### src/rtl/array_stream_loader.sv
// Serial-to-parallel loader: packs a valid/ready word stream into a
// DEPTH x WIDTH array and presents each frame with its own handshake.
module array_stream_loader #(
  parameter int unsigned WIDTH = 8,
  parameter int unsigned DEPTH = 64,
  localparam int unsigned IDX_W = $clog2(DEPTH),
  localparam int unsigned CNT_W = $clog2(DEPTH + 1)
) (
  input  logic             CLK,
  input  logic             ASYNCRESETN,
  input  logic [WIDTH-1:0] in_data,
  input  logic             in_valid,
  input  logic             in_last,
  output logic             in_ready,
  output logic [WIDTH-1:0] arr [DEPTH-1:0],
  output logic             arr_valid,
  input  logic             arr_ready,
  output logic [CNT_W-1:0] arr_count
);

  typedef enum logic {
    FILL = 1'b0,
    HOLD = 1'b1
  } state_e;

  state_e           state_q;
  state_e           state_d;
  logic [IDX_W-1:0] idx_q;
  logic [IDX_W-1:0] idx_d;
  logic [CNT_W-1:0] cnt_q;
  logic [CNT_W-1:0] cnt_d;
  logic             in_ready_q;
  logic             in_ready_d;
  logic             arr_valid_q;
  logic             arr_valid_d;
  logic [WIDTH-1:0] arr_q [DEPTH-1:0];
  logic [WIDTH-1:0] arr_d [DEPTH-1:0];

  logic accept;
  logic end_of_frame;

  assign accept       = in_valid & in_ready_q;
  assign end_of_frame = in_last | (idx_q == IDX_W'(DEPTH - 1));

  // Next-state: fill one entry per accepted word, hold until consumed.
  always_comb begin
    state_d     = state_q;
    idx_d       = idx_q;
    cnt_d       = cnt_q;
    in_ready_d  = in_ready_q;
    arr_valid_d = arr_valid_q;
    for (int k = 0; k < int'(DEPTH); k++) begin
      arr_d[k] = arr_q[k];
    end
    unique case (state_q)
      FILL: begin
        in_ready_d  = 1'b1;
        arr_valid_d = 1'b0;
        if (accept) begin
          arr_d[idx_q] = in_data;
          if (end_of_frame) begin
            state_d     = HOLD;
            cnt_d       = CNT_W'(idx_q) + CNT_W'(1);
            idx_d       = '0;
            in_ready_d  = 1'b0;
            arr_valid_d = 1'b1;
          end else begin
            idx_d = idx_q + IDX_W'(1);
          end
        end
      end
      HOLD: begin
        in_ready_d  = 1'b0;
        arr_valid_d = 1'b1;
        if (arr_ready) begin
          state_d     = FILL;
          cnt_d       = '0;
          idx_d       = '0;
          in_ready_d  = 1'b1;
          arr_valid_d = 1'b0;
          for (int k = 0; k < int'(DEPTH); k++) begin
            arr_d[k] = '0;
          end
        end
      end
      default: begin
        state_d = FILL;
      end
    endcase
  end

  // State register; reset discards any partial frame.
  always_ff @(posedge CLK or negedge ASYNCRESETN) begin
    if (!ASYNCRESETN) begin
      state_q     <= FILL;
      idx_q       <= '0;
      cnt_q       <= '0;
      in_ready_q  <= 1'b0;
      arr_valid_q <= 1'b0;
      for (int k = 0; k < int'(DEPTH); k++) begin
        arr_q[k] <= '0;
      end
    end else begin
      state_q     <= state_d;
      idx_q       <= idx_d;
      cnt_q       <= cnt_d;
      in_ready_q  <= in_ready_d;
      arr_valid_q <= arr_valid_d;
      for (int k = 0; k < int'(DEPTH); k++) begin
        arr_q[k] <= arr_d[k];
      end
    end
  end

  assign in_ready  = in_ready_q;
  assign arr_valid = arr_valid_q;
  assign arr_count = cnt_q;
  assign arr       = arr_q;

endmodule
### config.mk
export PLATFORM = sky130hd
export DESIGN_NAME = array_stream_loader
export DESIGN_NICKNAME = d
export VERILOG_FILES = /design/src/rtl/array_stream_loader.sv
export SDC_FILE = /design/constraint.sdc
export NUM_CORES = 1
export LEC_CHECK = 0
export BUFFER_PORTS_ARGS = -buffer_cell sky130_fd_sc_hd__buf_2
export CORE_MARGIN = 5
export CORE_UTILIZATION = 36
export DETAILED_ROUTE_END_ITERATION = 6
export GPL_TIMING_DRIVEN = 1
export SLEW_MARGIN = 20
export SYNTH_ARGS = -nofsm -noshare
export SYNTH_HDL_FRONTEND = slang
export SYNTH_SLANG_ARGS = --single-unit
### constraint.sdc
create_clock -name CLK -period 2.5 [get_ports CLK]
set_clock_uncertainty 0.2 [all_clocks]
set_input_delay 0.25 -clock CLK [delete_from_list [all_inputs] [get_ports CLK]]
set_output_delay 0.25 -clock CLK [all_outputs]
set_load 0.01 [all_outputs]
==> metrics.md, run 1 <==
| Metric | Value |
|---|---|
| Outcome | `complete, no violations` |
| Wire length per cell after detailed routing | `26.09 um` |
| Synth-to-Final Area Change | `30.59%` |
| Worst-margin pin slew | `0.7231 ns` |
| Most common cell after layout, fill and taps aside | `sky130_fd_sc_hd__buf_2` |
| Cts hold-fix bufs | `11` |
| Die area | `60,620 sq um` |
| Horiz. Die Dim | `246.2 um` |
| Num CTS Buffers | `55` |
| Final global-route overflow total | `0` |
| Clock Sinks | `527` |
| Predominant post-synthesis flop cell | `sky130_fd_sc_hd__dfrtp_1` |
| Post-detailed-route via-to-cell ratio | `5.546` |
| Post-Syn Nets | `1,402` |
| Die boundary height | `246.2 um` |
| Remaining DRCs | `0` |
| Distinct cell type count of the synthesized netlist | `51` |
| Starting Density | `36.39%` |
| Count of final setup violators | `0` |
| Number of max-slew violations in the final report | `0` |
| Crit Path Max Fanout | `9` |
| Count of input and output buffers | `533` |
| Antenna violations before repair | `1` |
| Launch point of the worst path | `idx_q[1]` |
| Power Dens Cells | `755.8 nW/um^2` |
| Detail Placement HPWL | `48,930 um` |
| Count of nets after finishing | `1,997` |
| Count of non-filler cells in the finished layout | `2,779` |
| Post-synthesis xor/xnor area fraction | `0.1744%` |
| Final GP Congestion | `0.8638` |
| Total Neg Setup Slack | `0 ns` |
| Clock-pin slew on the worst setup and hold paths | `0.06 ns` |
| Startpoint types | `flip-flop` |
| Overall power | `19,830 uW` |
| Maximum number of pins on one net before global-route repair | `73` |
| Worst endpoint data arrival time | `2.58 ns` |
| Cell count of the worst reg-to-reg path | `6` |
| HP Class | `in2async` |
| Combined area of all synthesized cells | `20,090 sq um` |
| Fmax | `435.0 MHz` |
| Hold Vio Cnt, Final | `0` |
| Worst rel slew slack | `51.79%` |
| Via count | `15,410` |
| Post-placement cell count | `2,663` |
| Global-route wire length before repair | `107,500 um` |
| Compound-cell area share of the yosys netlist | `25.01%` |
| Register bit total from synthesis | `527` |
| RSZ-0062 raised after global routing | `no` |
| Drt initial violations | `943` |
| Detailed Route WL | `72,500 um` |
| Total leakage power | `0.01436 uW` |
| # Max-Cap Violations | `0` |
| Post-route fraction of the period consumed by the critical path | `91.95%` |
| Source-to-sink clock delay at the later pin of the worst-skew pair | `0.61 ns` |
| Proportion of layout cells with a drive suffix above 1 | `41.97%` |
| Sequential share of the synthesized area | `65.65%` |
| Total of cells resized after clock tree synthesis | `0` |
| Number of enable flip-flop cells after synthesis | `0` |
| Leading area contributor after synthesis | `sky130_fd_sc_hd__dfrtp_1` |
| Area inside the core boundary | `55,200 sq um` |
| Time the worst path needs with I/O delays and setup | `2.299 ns` |
| Req. time, crit path | `2.78 ns` |
| Via count of the first global-routing pass | `15,900` |
| Share of the synthesized area in the top cell type | `65.65%` |
| Post-CTS Setup Bufs | `0` |
| Start of the worst register-to-register path | `idx_q[1]` |
| Synth Area per Inst | `14.47 sq um` |
| Antenna Nets Post-Route | `0` |
| Maximum number of buffers from clock root to sink | `3` |
| Cell count after synthesis | `1,388` |
| Cell types occupying the most area after synthesis | `sky130_fd_sc_hd__dfrtp_1 66%, sky130_fd_sc_hd__a22o_1 22%, sky130_fd_sc_hd__nor2_8 1.8%` |
| Critical setup path kind | `reg2reg` |
| Aggregate global-route resource usage | `23.22%` |
| Adder-Cell Fraction of Synth Area | `0.06229%` |
| Standard-cell row count | `86` |
| VDD IR max | `0.5207 mV` |
| Number of warnings issued by yosys | `0` |
| Htree depth | `2` |
| Simple-Gate Fraction of Synth Area | `6.472%` |
| CTS tree | `done` |
| Pre-Repair DR Iteration Count | `4` |
| Main combinational cell family by area after synthesis | `compound AO/OA/AOI/OAI gates` |
| Root buffer cell | `sky130_fd_sc_hd__clkbuf_16` |
| Commonest non-fill, non-tap cells in the layout | `532 x sky130_fd_sc_hd__buf_2, 526 x sky130_fd_sc_hd__dfrtp_1, 496 x sky130_fd_sc_hd__a22o_1` |
| Type of destination of the critical path | `flip-flop` |
| Number of top-level pins | `534` |
| Multiplexer share of the synthesized area | `0.04983%` |
| Proportion of register bits with asynchronous set or reset after synthesis | `100.0%` |
report_power, final:
group	internal, uW	total [uW]	switching, uW	leakage [uW]
sequential	8780	8950	166	0.00734
combinational	771	2590	1820	0.00610
clock	4800	8290	3490	0.000925
layer usage:
layer	global-route usage (%)	part of all wire [%]
met5	0	0.021
met4	6.777	3.0
met3	6.064	8.6
met2	36.28	46
met1	32.22	42
final cells by class:
type	instances	area, sq um
clock inverters	25	205.2
flip-flops and latches	527	13190
repair buffers	642	3836
clock buffers	79	1648
multi-input cells	756	6410
diodes	1	2.502
inverters	1	3.754
well taps	748	935.9
fillers	4907	28970
registers in the layout, summed over array words and instances (netlist names):
name,flops
idx_q,6
arr,512
arr_valid,1
arr_count,7
in_ready,1
per-stage QoR:
step | instance area, sq um | worst slack [ns] | hold WS [ns] | utilization [%]
2_1_floorplan | 20090 | 0.4622 | -0.2456 | -
3_3_place_gp | 24270 | 0.2192 | 0.1061 | 43.96
3_5_place_dp | 24270 | 0.1879 | 0.1106 | 43.96
4_1_cts | 26230 | 0.1803 | 0.05208 | 47.52
5_1_grt | 26230 | 0.04056 | 0.09454 | 47.52
6_report | 26230 | 0.2014 | 0.06350 | 47.52
cell families (layout without fill, tap and decap cells):
logic type / count (synthesis) / count (layout)
compound gates: 589 / 589
mux: 1 / 1
simple gates: 161 / 161
buf+inv: 105 / 747
fa+ha+maj: 1 / 1
other cells: 0 / 1
xor+xnor: 4 / 4
flops: 527 / 527
cells in the mapped netlist (7+ instances only):
cell / number
sky130_fd_sc_hd__and2_1: 9
sky130_fd_sc_hd__o21ai_2: 41
sky130_fd_sc_hd__dfrtp_1: 527
sky130_fd_sc_hd__nand3_1: 13
sky130_fd_sc_hd__nor2_8: 18
sky130_fd_sc_hd__a22o_1: 496
sky130_fd_sc_hd__buf_2: 17
sky130_fd_sc_hd__buf_6: 10
sky130_fd_sc_hd__buf_4: 7
sky130_fd_sc_hd__o21ai_1: 23
sky130_fd_sc_hd__o21ai_0: 12
sky130_fd_sc_hd__nor2_2: 38
sky130_fd_sc_hd__clkbuf_1: 68
sky130_fd_sc_hd__nand2_1: 42
worst paths after layout:
check | to | slack [ns]
setup / recovery | arr[7] | 0.20
hold / removal | arr[167] | 0.06
setup reg to reg | arr[7] | 0.20
hold reg to reg | arr_count[0] | 0.29
max in group asynchronous | arr[335] | 1.11
min in group CLK | arr[174] | 0.16
critical path, cell delays in order, from the launching register on:
cell	delay, ns
sky130_fd_sc_hd__dfrtp_1	0.38
sky130_fd_sc_hd__buf_4	0.15
sky130_fd_sc_hd__or4_1	0.59
sky130_fd_sc_hd__buf_4	0.24
sky130_fd_sc_hd__nor2_8	0.20
sky130_fd_sc_hd__o21ai_2	0.15
sky130_fd_sc_hd__a22o_1	0.26
(Power assumes the default switching activity.)
==> run 2, diff against run 1 <==
CORE_MARGIN = 2   (was 5)
CTS_CLUSTER_DIAMETER = 60   (was not set)
MAX_ROUTING_LAYER = met4   (was not set)
==> metrics.md, run 2 (synthesis gave the netlist of run 1 again) <==
| Metric | Value |
|---|---|
| Outcome | `complete, no violations` |
| Htree depth | `2` |
| Power Dens Cells | `761.5 nW/um^2` |
| Req. time, crit path | `2.78 ns` |
| Global-route wire length before repair | `103,500 um` |
| Number of top-level pins | `534` |
| Synth-to-Final Area Change | `31.05%` |
| Max FFs per register | `512` |
| # Max-Cap Violations | `0` |
| Maximum number of pins on one net before global-route repair | `85` |
| Post-detailed-route via-to-cell ratio | `5.556` |
| Fmax | `415.6 MHz` |
| Count of nets after finishing | `2,000` |
| Commonest non-fill, non-tap cells in the layout | `532 x sky130_fd_sc_hd__buf_2, 522 x sky130_fd_sc_hd__dfrtp_1, 496 x sky130_fd_sc_hd__a22o_1` |
| Count of input and output buffers | `533` |
| Wire length per cell after detailed routing | `25.50 um` |
| Pre-Repair DR Iteration Count | `5` |
| RSZ-0062 raised after global routing | `no` |
| Root buffer cell | `sky130_fd_sc_hd__clkbuf_16` |
| Area inside the core boundary | `55,090 sq um` |
| Start of the worst register-to-register path | `idx_q[3]` |
| Type of destination of the critical path | `flip-flop` |
| Startpoint types | `flip-flop` |
| Total of cells resized after clock tree synthesis | `0` |
| Worst reg2reg path endpoint | `arr[176]` |
| Detailed Route WL | `70,760 um` |
| Cts hold-fix bufs | `14` |
| Horiz. Die Dim | `240.2 um` |
| Detail Placement HPWL | `47,330 um` |
| CTS tree | `done` |
| Source of the worst hold timing path | `in_data[7]` |
| Starting Density | `36.46%` |
| End point of the most critical hold path | `arr[183]` |
| Proportion of layout cells with a drive suffix above 1 | `41.88%` |
| Antenna violations before repair | `2` |
| Critical path cell sequence | `buf_4, nor4bb_1, nand3_1, nand3_1, nand2_1` |
| Die area | `57,710 sq um` |
| VDD IR max | `0.4967 mV` |
| Critical setup path kind | `reg2reg` |
| Via count of the first global-routing pass | `15,300` |
| Post-CTS Setup Bufs | `0` |
| Via count | `15,420` |
| Maximum number of buffers from clock root to sink | `3` |
| Source-to-sink clock delay at the later pin of the worst-skew pair | `0.59 ns` |
| Cell count of the worst reg-to-reg path | `5` |
| Die boundary height | `240.2 um` |
| Final GP Congestion | `0.8361` |
| Standard-cell row count | `86` |
| Hold path depth | `4` |
| Worst rel slew slack | `47.28%` |
| Hold slack | `0.2783 ns` |
| Final global-route overflow total | `0` |
| Largest stage delay on the critical path | `0.69 ns` |
| Worst endpoint data arrival time | `2.68 ns` |
| Total leakage power | `0.01439 uW` |
| Hold Vio Cnt, Final | `0` |
| HP Class | `in2reg` |
| Remaining DRCs | `0` |
| Post-route fraction of the period consumed by the critical path | `96.25%` |
| Most common cell after layout, fill and taps aside | `sky130_fd_sc_hd__buf_2` |
| Clock Sinks | `527` |
| Cell mode on critical path | `sky130_fd_sc_hd__nand3_1` |
| Clock-pin slew on the worst setup and hold paths | `0.06 ns` |
| Critical-path top delay cell | `sky130_fd_sc_hd__nor4bb_1` |
| Number of max-slew violations in the final report | `0` |
| Flop2flop setup slack | `0.09 ns` |
| Drt initial violations | `1,074` |
| Aggregate global-route resource usage | `24.66%` |
| Crit Path Max Fanout | `14` |
| Time the worst path needs with I/O delays and setup | `2.406 ns` |
| Num CTS Buffers | `57` |
| Count of final setup violators | `0` |
| Total Neg Setup Slack | `0 ns` |
| Antenna Nets Post-Route | `0` |
| Worst-margin pin slew | `0.7802 ns` |
-- run 2: cell count changes in the layout (fill, tap and decap cells not counted), sizes merged --
cell / before / now
inv: 3 / 6
diode: 1 / 2
clkinv: 18 / 7
buf: 631 / 629
dlygate4sd3: 11 / 14
clkinvlp: 3 / 2
clkbuf: 79 / 80
bufinv: 2 / 4
-- run 2: power by group --
group | total [uW] | internal (uW) | switching [uW]
Sequential | 8950 | 8780 | 168
Combinational | 2590 | 786 | 1810
Clock | 8500 | 5050 | 3450
Total | 20000 | 14600 | 5420
-- run 2: metal layers --
metal  global-route usage [%]  vias up  routed length [um]
met3                    5.970      106                5546
met4                    7.397        0                1744
met2                    37.41      706               33330
met1                    32.87     8020               30140
met5                        -        -                   0
li1                         -     6587                   -
-- run 2: stage by stage --
stage | total power [uW] | instances | setup slack [ns] | area, sq um | utilization, %
final | 20050 | 2775 | 0.09378 | 26330 | 47.78
after global routing | 20730 | 2775 | 0.006796 | 26330 | 47.78
after CTS | 20220 | 2773 | 0.06397 | 26320 | 47.77
after detailed placement | 11700 | 2661 | 0.1136 | 24290 | 44.09
after global placement | 11660 | 2661 | 0.07080 | 24290 | 44.09
after floorplan | 10410 | 1388 | 0.4622 | 20090 | -
-- run 2: worst max path at each step --
stage	from	to	slack, ns	depth (start not counted)
3_3_place_gp	idx_q[5]	arr[95]	0.07	4
2_1_floorplan	idx_q[1]	arr[135]	0.46	6
5_1_grt	idx_q[3]	arr[180]	0.007	5
6_report	idx_q[3]	arr[176]	0.09	5
3_5_place_dp	idx_q[5]	arr[95]	0.11	4
4_1_cts	arr_valid	arr_valid	0.06	2
-- run 2: layout make-up --
class,instances,area [sq um]
multi-input combinational,756,6419
clock inverter,18,216.5
tap,748,935.9
clock buffer,80,1673
sequential,527,13200
fill,4946,28770
inverter,1,3.754
timing repair buffer,643,3876
antenna,2,5.005
-- run 2: worst max-delay path: cells and delay by family (launching register included) --
family / cells / cell delay, ns
flip-flops: 1 / 0.52
AND/OR/NAND/NOR: 4 / 1.35
buffers and inverters: 1 / 0.21
